File: src/rtl/instr_stream_loader.sv
// Byte-serial program loader: frames the stream with FE/FF markers, packs bytes
// MSB-first into 32-bit words, writes them to instruction memory, then releases the CPU.
module instr_stream_loader #(
    parameter int IMEM_DEPTH = 64,
    parameter int AW         = 6
) (
    input  logic          clk_i,
    input  logic          reset,
    input  logic          instr_valid_i,
    input  logic [7:0]    instr_i,
    output logic          imem_we_o,
    output logic [AW-1:0] imem_addr_o,
    output logic [31:0]   imem_wdata_o,
    output logic [AW:0]   word_count_o,
    output logic          cpu_start_o,
    output logic          cpu_run_o,
    output logic          overflow_o
);
    localparam logic [7:0]  START_MARK = 8'hFE;
    localparam logic [7:0]  END_MARK   = 8'hFF;
    localparam logic [AW:0] DEPTH_C    = (AW+1)'(IMEM_DEPTH);

    typedef enum logic [1:0] {
        ST_IDLE  = 2'd0,
        ST_LOAD  = 2'd1,
        ST_START = 2'd2,
        ST_RUN   = 2'd3
    } state_t;

    state_t        r_state, w_state_nxt;
    logic [1:0]    r_byte_cnt, w_byte_cnt_nxt;
    logic [23:0]   r_word_buf, w_word_buf_nxt;
    logic [AW-1:0] r_wr_ptr, w_wr_ptr_nxt;
    logic [AW:0]   r_word_count, w_word_count_nxt;
    logic          r_we, w_we_nxt;
    logic [AW-1:0] r_addr, w_addr_nxt;
    logic [31:0]   r_wdata, w_wdata_nxt;
    logic          r_start, w_start_nxt;
    logic          r_run, w_run_nxt;
    logic          r_overflow, w_overflow_nxt;

    // State and datapath registers; reset discards any partial word.
    always_ff @(posedge clk_i) begin
        if (reset) begin
            r_state      <= ST_IDLE;
            r_byte_cnt   <= 2'd0;
            r_word_buf   <= 24'd0;
            r_wr_ptr     <= '0;
            r_word_count <= '0;
            r_we         <= 1'b0;
            r_addr       <= '0;
            r_wdata      <= 32'd0;
            r_start      <= 1'b0;
            r_run        <= 1'b0;
            r_overflow   <= 1'b0;
        end else begin
            r_state      <= w_state_nxt;
            r_byte_cnt   <= w_byte_cnt_nxt;
            r_word_buf   <= w_word_buf_nxt;
            r_wr_ptr     <= w_wr_ptr_nxt;
            r_word_count <= w_word_count_nxt;
            r_we         <= w_we_nxt;
            r_addr       <= w_addr_nxt;
            r_wdata      <= w_wdata_nxt;
            r_start      <= w_start_nxt;
            r_run        <= w_run_nxt;
            r_overflow   <= w_overflow_nxt;
        end
    end

    // Next-state and next-output logic.
    always_comb begin
        w_state_nxt      = r_state;
        w_byte_cnt_nxt   = r_byte_cnt;
        w_word_buf_nxt   = r_word_buf;
        w_wr_ptr_nxt     = r_wr_ptr;
        w_word_count_nxt = r_word_count;
        w_we_nxt         = 1'b0;
        w_addr_nxt       = r_addr;
        w_wdata_nxt      = r_wdata;
        w_start_nxt      = 1'b0;
        w_run_nxt        = r_run;
        w_overflow_nxt   = r_overflow;
        case (r_state)
            ST_IDLE: begin
                if (instr_valid_i && (instr_i == START_MARK)) begin
                    w_state_nxt      = ST_LOAD;
                    w_byte_cnt_nxt   = 2'd0;
                    w_wr_ptr_nxt     = '0;
                    w_word_count_nxt = '0;
                end else begin
                    w_state_nxt = ST_IDLE;
                end
            end
            ST_LOAD: begin
                if (!instr_valid_i) begin
                    w_state_nxt = ST_LOAD;
                end else if ((r_byte_cnt == 2'd0) && (instr_i == END_MARK)) begin
                    w_state_nxt = ST_START;
                end else begin
                    w_byte_cnt_nxt = r_byte_cnt + 2'd1;
                    // Earlier bytes shift up so the first byte lands in [31:24].
                    if (r_byte_cnt != 2'd3) begin
                        w_word_buf_nxt = {r_word_buf[15:0], instr_i};
                    end else if (r_word_count == DEPTH_C) begin
                        w_overflow_nxt = 1'b1;
                    end else begin
                        w_we_nxt         = 1'b1;
                        w_addr_nxt       = r_wr_ptr;
                        w_wdata_nxt      = {r_word_buf, instr_i};
                        w_wr_ptr_nxt     = r_wr_ptr + AW'(1'b1);
                        w_word_count_nxt = r_word_count + (AW+1)'(1'b1);
                    end
                end
            end
            ST_START: begin
                w_state_nxt = ST_RUN;
                w_start_nxt = 1'b1;
            end
            ST_RUN: begin
                w_state_nxt = ST_RUN;
                w_run_nxt   = 1'b1;
            end
            default: begin
                w_state_nxt = ST_IDLE;
            end
        endcase
    end

    assign imem_we_o    = r_we;
    assign imem_addr_o  = r_addr;
    assign imem_wdata_o = r_wdata;
    assign word_count_o = r_word_count;
    assign cpu_start_o  = r_start;
    assign cpu_run_o    = r_run;
    assign overflow_o   = r_overflow;

endmodule

File: config.mk
export PLATFORM = sky130hd
export DESIGN_NAME = instr_stream_loader
export DESIGN_NICKNAME = d
export VERILOG_FILES = /design/src/rtl/instr_stream_loader.sv
export SDC_FILE = /design/constraint.sdc
export NUM_CORES = 1
export LEC_CHECK = 0
export BUFFER_PORTS_ARGS = -buffer_cell sky130_fd_sc_hd__buf_2
export CAP_MARGIN = 20
export CORE_ASPECT_RATIO = 0.7
export CORE_UTILIZATION = 38
export CTS_CLUSTER_DIAMETER = 60
export DETAILED_ROUTE_END_ITERATION = 12
export SYNTH_ARGS = -nofsm -noshare
export SYNTH_HDL_FRONTEND = slang
export SYNTH_SLANG_ARGS = --single-unit
File: constraint.sdc
create_clock -name clk_i -period 2.4 [get_ports clk_i]
set_input_delay 0.48 -clock clk_i [delete_from_list [all_inputs] [get_ports clk_i]]
set_output_delay 0.48 -clock clk_i [all_outputs]
set_load 0.01 [all_outputs]
**Yosys cells after proc, flatten, opt, wreduce, memory -nomap -nowiden**

Cells that the tools add are included.

- Reduce and logical (&&, ||, !) cells: 12
- Order comparisons: 0
- Shift-type cells: 0
- Equal/unequal tests: 13
- $mul: 0
- Bitwise gates (word level): 5
- Divide/modulo/power cells: 0
- Multiplexer cells: 22
- Add/subtract/negate cells: 3

Operator list:

| operator | count |
|---|---|
| $mux 7 | 5 |
| $mux 6 | 5 |
| $eq 8x8->1 const B | 2 |
| $pmux 7 s2 | 1 |
| $ne 2x2->1 const B | 6 |
| $pmux 6 s2 | 1 |
| $mux 2 | 5 |
| $reduce_and 5->1 | 2 |
| $reduce_and 4->1 | 2 |
| $add 7x1->7 const B | 1 |
| $eq 7x7->1 const B | 1 |
| $add 6x1->6 const B | 1 |
| $pmux 2 s3 | 1 |
| $reduce_and 6->1 | 1 |
| $not 1->1 | 5 |
| $reduce_or 5->1 | 1 |
| $eq 2x2->1 const B | 2 |
| $logic_not 2->1 | 2 |
| $pmux 2 s2 | 1 |
| $mux 1 | 3 |
| $ne 3x3->1 const B | 1 |
| $add 2x1->2 const B | 1 |
| $eq 2x1->1 const B | 1 |
| $logic_and 1x1->1 | 2 |
| 2 further kinds | 2 |

- Output and inout port bits: 49
- Register bits: 83
- RAM bits: 0
- Memory bits (read-only): 0
- Memories kept: 0
- Bits of input ports: 11
- Latch bits: 0

**Longest topological paths before layout**

Gate-level depths: netlist of the first run.

- Word-level depth: 6
- Gate-level depth with buffers: 8
- Mapped depth without buffers: 6

**Worst setup path before layout of the first run**

Ideal clock, no wire load.

- Path type: register to register
- Start point: register r_word_count[2], in the netlist word_count_o[2]
- End point: register r_wdata[14], in the netlist imem_wdata_o[14]
- Period minus slack after synthesis: 1.764 ns
- Cell stages (with the launch flop): 8
- Data required time: 2.268 ns
- Library setup time: 0.132 ns
- Path slack: 0.636 ns
- Arrival time: 1.632 ns
- Cell sequence: dfxtp_1 -> or4b_4 -> buf_6 -> o21a_1 -> buf_2 -> buf_4 -> nand3_1 -> a21oi_1

- Word-level cells in the longest chain between the ends: 3

Ends and longest elaborated chain:

| what | RTL line | text |
|---|---|---|
| from (decl) | 34 | `logic [AW:0] r_word_count, w_word_count_nxt;` |
| from (signal assigned) | 61 | `r_word_count <= w_word_count_nxt;` |
| $eq 7x7->1 | 105 | `end else if (r_word_count == DEPTH_C) begin` |
| $not 1->1 (no line) | -- |  |
| $reduce_and 5->1 (no line) | -- |  |
| to (signal assigned) | 64 | `r_wdata <= w_wdata_nxt;` |
| to (decl) | 37 | `logic [31:0] r_wdata, w_wdata_nxt;` |

Every way passes these cells.
A chain may end at the register's enable or synchronous reset.

**Worst setup path after layout of the first run**

- Start point: register r_byte_cnt[0]
- End point: register r_word_count[0], in the netlist word_count_o[0]

- Word-level cells in the longest chain between the ends: 4

Ends and longest elaborated chain:

| what | RTL line | text |
|---|---|---|
| from (decl) | 31 | `logic [1:0] r_byte_cnt, w_byte_cnt_nxt;` |
| from (signal assigned) | 58 | `r_byte_cnt <= w_byte_cnt_nxt;` |
| $logic_not 2->1 | 98 | `end else if ((r_byte_cnt == 2'd0) && (instr_i == END_MARK)) begin` |
| $logic_and 1x1->1 | 98 |  |
| $ne 2x2->1 (no line) | -- |  |
| $reduce_and 6->1 (no line) (*) | -- |  |

Every way passes the cells marked *; elsewhere a longest branch is shown, timed or not.

==> qor.yml, run 1 <==
status: "complete, no violations"
die_h_um: 82.74
die_x_um: 117.3
fillers: 938
pre_cts_ws_ps: 368.4
async_flop_share: 0
synth_top_area_frac: 0.4696
p_per_area_mw_per_mm2: 692.6
placedCellCount: 577
register_area_mm2: 0.001662
final_cells: 591
netlist_area_mm2: 0.003538
layout-drive-gt1-share: 0.1970
ctsRootBufferMaster: "clkbuf_16"
cts_buffers: 9
rsz0062_at_grt: "false"
h-tree-depth: 3
final_net_count: 480
setup_ws_ps: 386.7
clock_skew_ps: 4.050
cts_buffer_depth: 2
cp_data_required_time_ps: 2640
end_kind: "register"
drv_slew: 0
insertion_delay_ps: 340
synth_edf_count: 0
cap_violations: 0
hpwlAfterDp_mm: 6.163
antenna_found_initial: 0
first_global_vias: 2843
crit_start: "r_byte_cnt[0]"
vias: 3257
cts.clk_slew.worst_paths_ps: 60
synth_top_area_cell: "dfxtp_1"
yosysMostFrequentCell: "dfxtp_1"
r2r_cells: 7
io_pins: 60
diodes: 0
overflow: 0
worstMarginPinSlew_ps: 482.0
cp.arrival_ps: 2260
cts_setup_buffers: 0
synth_area_leaders: "dfxtp_1 47%, a21oi_1 9.9%, nand3_1 6.9%, nand2_1 5.6%, o21ai_1 4.8%"
syn2layout_area_growth_pct: 16.62
syn-num-nets: 436
period_minus_slack_ps: 2013
finalHoldViolCount: 0
grt_pass1_wl_mm: 14.88
io_buffer_count: 59
cp-endpoint: "word_count_o[0]"
yosysWarnings: 0
ys_top_cells_by_count: "83 x dfxtp_1, 70 x a21oi_1, 53 x nand2_1"
cts.sinks: 83
detail-route-antenna-nets: 0
power_mw: 2.858
holdPathStages: 3
finalSetupViolations: 0
cp_max_fo: 46
slew-limit-headroom: 0.6787
multi_input_area_mm2: 0.001608
initial_core_util: 0.3916
track_usage: 0.1978
startpoint_type: "register"
ys_seq_elements: 83
synth_cells: 420
max_freq_ghz: 0.4967
cts_hold_buffers: 0
cts_resized: 0
p_leak_nw: 1.516
first_pass_iters: 4
tritoncts: "yes"
synth.distinct_cells: 50
timing.rr.end: "word_count_o[0]"
synth_seq_area_share: 0.4696
postSynthAreaPerCell_um2: 8.425
crit_type: "reg2reg"
tns_ps: 0
regToRegSetupSlack_ps: 390
drt-vias-per-instance: 5.511
finalCritPeriodShare: 0.8389
dr.first_iter.drc_count: 232
rows: 29
grt_max_degree: 47
gp_congestion: 0.7939
die-area_mm2: 0.009708
wirelength_mm: 9.342
core_area_mm2: 0.009035
vdd_ir_drop_max_uv: 455.7
hold_path.class: "in2reg"
avgRoutedWirePerCell_um: 15.81
r2r_start: "r_byte_cnt[0]"
synthFlopType: "dfxtp_1"
drc: 0
## logic make-up (layout without fill, tap and decap cells)
kind of cell | count (synthesis) | in the layout | share of synthesized area
buffers and inverters | 47 | 94 | 0.07602
AO/OA/AOI/OAI | 141 | 141 | 0.2316
AND/OR/NAND/NOR | 144 | 144 | 0.2051
flip-flops | 83 | 83 | 0.4696
adder cells (fa/ha/maj) | 5 | 5 | 0.01768
## placed cells by master (no fill, tap or decap), types with 6 or more instances in the layout
| cell | synthesis | layout |
|---|---|---|
| nand4_1 | 7 | 7 |
| clkbuf_16 | 0 | 9 |
| buf_2 | 9 | 59 |
| nand2_1 | 53 | 53 |
| nand3_1 | 49 | 49 |
| o21ai_1 | 34 | 34 |
| buf_4 | 2 | 12 |
| dfxtp_1 | 83 | 83 |
| inv_1 | 9 | 9 |
| o211ai_1 | 6 | 6 |
| nor2_1 | 7 | 7 |
| a21oi_1 | 70 | 70 |
| o21ai_0 | 10 | 10 |
## layer usage
metal,global-route usage,wire (µm)
met5,0,0
met4,0.04675,60
met3,0.07005,718
met2,0.2953,3933
met1,0.2715,4629
## worst min path at each step
stage                        start             end  slack, ps
finish                  instr_i[1]   r_word_buf[1]        410
global route            instr_i[0]   r_word_buf[0]        410
CTS                     instr_i[1]   r_word_buf[1]        400
detailed placement  r_word_buf[21]  r_word_buf[21]        450
global placement    r_word_buf[20]  r_word_buf[20]        440
floorplan           r_word_buf[16]  r_word_buf[16]        440
## power breakdown
group	leakage, nW	internal, mW	total, mW	switching, mW
clock	0.141	0.818	1.34	0.517
sequential	0.668	1.38	1.39	0.00824
combinational	0.707	0.0345	0.130	0.0952
## registers in the layout, indices dropped and copies added, names as in the netlist
signal        count
cpu_run_o         1
cpu_start_o       1
imem_addr_o       6
imem_wdata_o     32
imem_we_o         1
overflow_o        1
r_byte_cnt        2
r_state           2
r_word_buf       24
r_wr_ptr          6
word_count_o      7
## worst max-delay path: stages, from the launching register on
cell and delay [ps]:
dfxtp_1 330, inv_1 70, ha_1 210, nand2_1 200, o31a_1 230, buf_4 440, a21oi_1 130, a311oi_1 270
## stage by stage
step                      hold WS, ps    util  instance area (µm²)
after floorplan                 436.6       -                 3538
after global placement          443.9  0.4254                 3844
after detailed placement        450.5  0.4254                 3844
after CTS                       402.6  0.4567                 4126
after global routing            413.6  0.4567                 4126
final                           412.6  0.4567                 4126
## layout make-up
cell class	instances	area share
clock buffer	11	0.05882
clock inverter	3	0.009703
inverter	9	0.008187
multi-input combinational	290	0.3896
sequential	83	0.4027
tap	124	0.03760
timing repair buffer	71	0.09339
Power figures use the tool's default switching activity.
==> inputs of run 2 (changes only) <==
ABC_AREA = 1   (was unset)
clock period = 1.8 ns   (was 2.4 ns; I/O delays follow)
==> qor.yml, run 2 <==
synth_top_area_cell: "dfxtp_1"
cts.sinks: 83  # unchanged
drv_slew: 0  # unchanged
synth.distinct_cells: 25  # -50%
synth_cells: 458  # +9.0%
cpPeakStageDelay_ps: 310  # -130 ps
final_area_mm2: 0.004220  # +2.3%
slowest_stage: "dfxtp_1"
finalSetupViolations: 0  # unchanged
antenna_found_initial: 0  # unchanged
cp.arrival_ps: 1880  # -380 ps
synth_area_leaders: "dfxtp_1 49%, nor2_1 16%, o21ai_0 8.4%, nand2_1 4.4%, nand3_1 3.5%"
cts.clk_slew.worst_paths_ps: 70  # about the same
hold_ws_ps: 304.3  # -108.3 ps
grt_pass1_wl_mm: 13.73  # -7.7%
p_sw_uw: 850.9  # +37%
track_usage: 0.1896  # -0.008263
core_area_mm2: 0.008548  # -5.4%
netlist_area_mm2: 0.003400  # -3.9%
pwr-share-clk: 0.498  # +0.031
rows: 28  # -3.4%
detail-route-antenna-nets: 0  # unchanged
routed-wl-met3_um: 445  # -38%
cp_max_fo: 19  # -59%
first_pass_iters: 5  # +1
layout-drive-gt1-share: 0.2125  # +0.01552
die-area_mm2: 0.009335  # -3.8%
hpwlAfterDp_mm: 5.303  # -14%
postSynthAreaPerCell_um2: 7.423  # -12%
wirelength_mm: 8.537  # -8.6%
io_buffer_count: 59  # unchanged
clock_skew_ps: 10.77  # +6.723 ps
ctsRootBufferMaster: "clkbuf_16"
power_mw: 3.843  # +34%
top_layer: "met4"
p_int_mw: 2.992  # +34%
overflow: 0  # unchanged
synth_edf_count: 0  # unchanged
finalCritPeriodShare: 0.9184  # +0.07957
p_per_area_mw_per_mm2: 910.7  # +31%
h-tree-depth: 3  # unchanged
rsz0062_at_grt: "false"
largest_reg_flops: 32  # unchanged
routed-wl-met2_mm: 3.550  # -9.7%
worstMarginPinSlew_ps: 278.8  # -203.2 ps
gp_congestion: 0.7923  # -0.20%
final_net_count: 538  # +12%
die_h_um: 81.14  # -1.9%
cpLargestDelayFamily: "simple AND/OR/NAND/NOR gates"
end_kind: "register"
io_pins: 60  # unchanged
diodes: 0  # unchanged
crit_type: "reg2reg"
max_freq_ghz: 0.6049  # +22%
status: "complete, no violations"
cts_buffer_depth: 2  # unchanged
startpoint_type: "register"
synth_seq_area_share: 0.4888  # +0.01918
avgRoutedWirePerCell_um: 13.19  # -17%
p_seq_frac: 0.480  # -0.007
period_minus_slack_ps: 1653  # -360.1 ps
vdd_ir_drop_max_uv: 499.9  # +9.7%
p_sw_frac: 0.2214  # +0.004211
met1_length_mm: 4.454  # -3.8%
register_area_mm2: 0.001662  # unchanged
async_flop_share: 0  # unchanged
tritoncts: "yes"
final_common_cell: "nor2_1"
hold_path.class: "in2reg"
ys_seq_elements: 83  # unchanged
insertion_delay_ps: 340  # about the same
grt_max_degree: 73  # +55%
synth_top_area_frac: 0.4888  # +0.01918
finalHoldViolCount: 0  # unchanged
dr.first_iter.drc_count: 347  # +50%
ys_top_cells_by_count: "146 x nor2_1, 83 x dfxtp_1, 57 x o21ai_0"
placedInstanceArea_mm2: 0.003824  # -0.52%
layout_common_cells: "146 x nor2_1, 83 x dfxtp_1, 59 x buf_2"
syn-num-nets: 474  # +8.7%
yosysWarnings: 0  # unchanged
cts_buffers: 9  # unchanged
vias: 3085  # -5.3%
fillers: 878  # -6.4%
drt-vias-per-instance: 4.768  # -13%
cap_violations: 0  # unchanged
p_leak_nw: 2.086  # +38%
slew-limit-headroom: 0.8141  # +0.1355
drc: 0  # unchanged
synthFlopType: "dfxtp_1"
cp_data_required_time_ps: 2030  # -610 ps
die_x_um: 115.1  # -1.9%
syn2layout_area_growth_pct: 24.14
initial_core_util: 0.3977  # +0.006052
first_global_vias: 2776  # -2.4%
multi_input_area_mm2: 0.001491  # -7.2%
critPathBufInv: 4  # +2
yosysMostFrequentCell: "nor2_1"
combPwrFrac: 0.022  # -0.023
crit_chain: "inv_1 -> ha_1 -> inv_1 -> nor2_1 -> nand3_1 -> nand2_2 -> nor2_4 -> buf_4 -> clkbuf_16 -> o21ai_0 -> nor2_1"
-- run 2: worst paths after layout --
check,start,endpoint,slack (ps),cells after the start
max,word_count_o[0],imem_wdata_o[5],150,11
min,instr_i[3],imem_wdata_o[3],300,3
max reg2reg,word_count_o[0],imem_wdata_o[5],150,11
min reg2reg,r_word_buf[18],imem_wdata_o[26],490,2
-- run 2: timing repair --
item | in CTS | in global routing
gates cloned | 0 | 2
pin swaps | 0 | 1
hold endpoints to repair | 0 | 0
endpoints found under the setup margin | 34 | 31
gates resized for setup | 1 | 12
hold buffers | 0 | 0
buffers inserted | 0 | 2
-- run 2: layer usage --
layer,GRT usage,up-vias
li1,-,1599
met1,0.2824,1383
met3,0.04179,7
met5,0,-
met4,0.06104,0
met2,0.2675,96
-- run 2: metrics by stage --
stage,setup TNS (ps),instances,util,setup slack [ps]
6_report,0,647,0.4937,146.8
5_1_grt,0,647,0.4937,5.324
4_1_cts,0,643,0.4839,67.35
3_5_place_dp,-769.8,627,0.4473,-44.96
3_3_place_gp,-339.6,627,0.4473,-41.11
2_1_floorplan,0,458,-,118.2
-- run 2: cell type report --
class | instances | area share
well taps | 120 | 0.03558
flip-flops and latches | 83 | 0.3937
multi-input cells | 323 | 0.3534
clock inverters | 6 | 0.01690
clock buffers | 10 | 0.05663
inverters | 28 | 0.02668
repair buffers | 77 | 0.1171
-- run 2: cell families after synthesis --
kind of cell / share of synthesized area
buffers and inverters: 0.07545
AOI/OAI and AO/OA: 0.1343
adders and majority gates: 0.01840
DFF: 0.4888
and+or+nand+nor: 0.2830
-- run 2: worst reg2reg max path, delay by kind of cell, from the launching register on --
kind / cells / cell delay, ps
AND/OR/NAND/NOR: 5 / 490
buffers and inverters: 4 / 440
flip-flops: 1 / 310
AO/OA/AOI/OAI: 1 / 170
adder cells (fa/ha/maj): 1 / 160
-- run 2: power by group through the flow --
stage	clock [mW]	sequential [mW]	combinational [mW]
6_report	1.91	1.84	0.0852
3_3_place_gp	0	1.88	0.0849
2_1_floorplan	0	1.88	0.0454
3_5_place_dp	0	1.89	0.0848
5_1_grt	2.00	1.84	0.0970
4_1_cts	1.93	1.84	0.0852
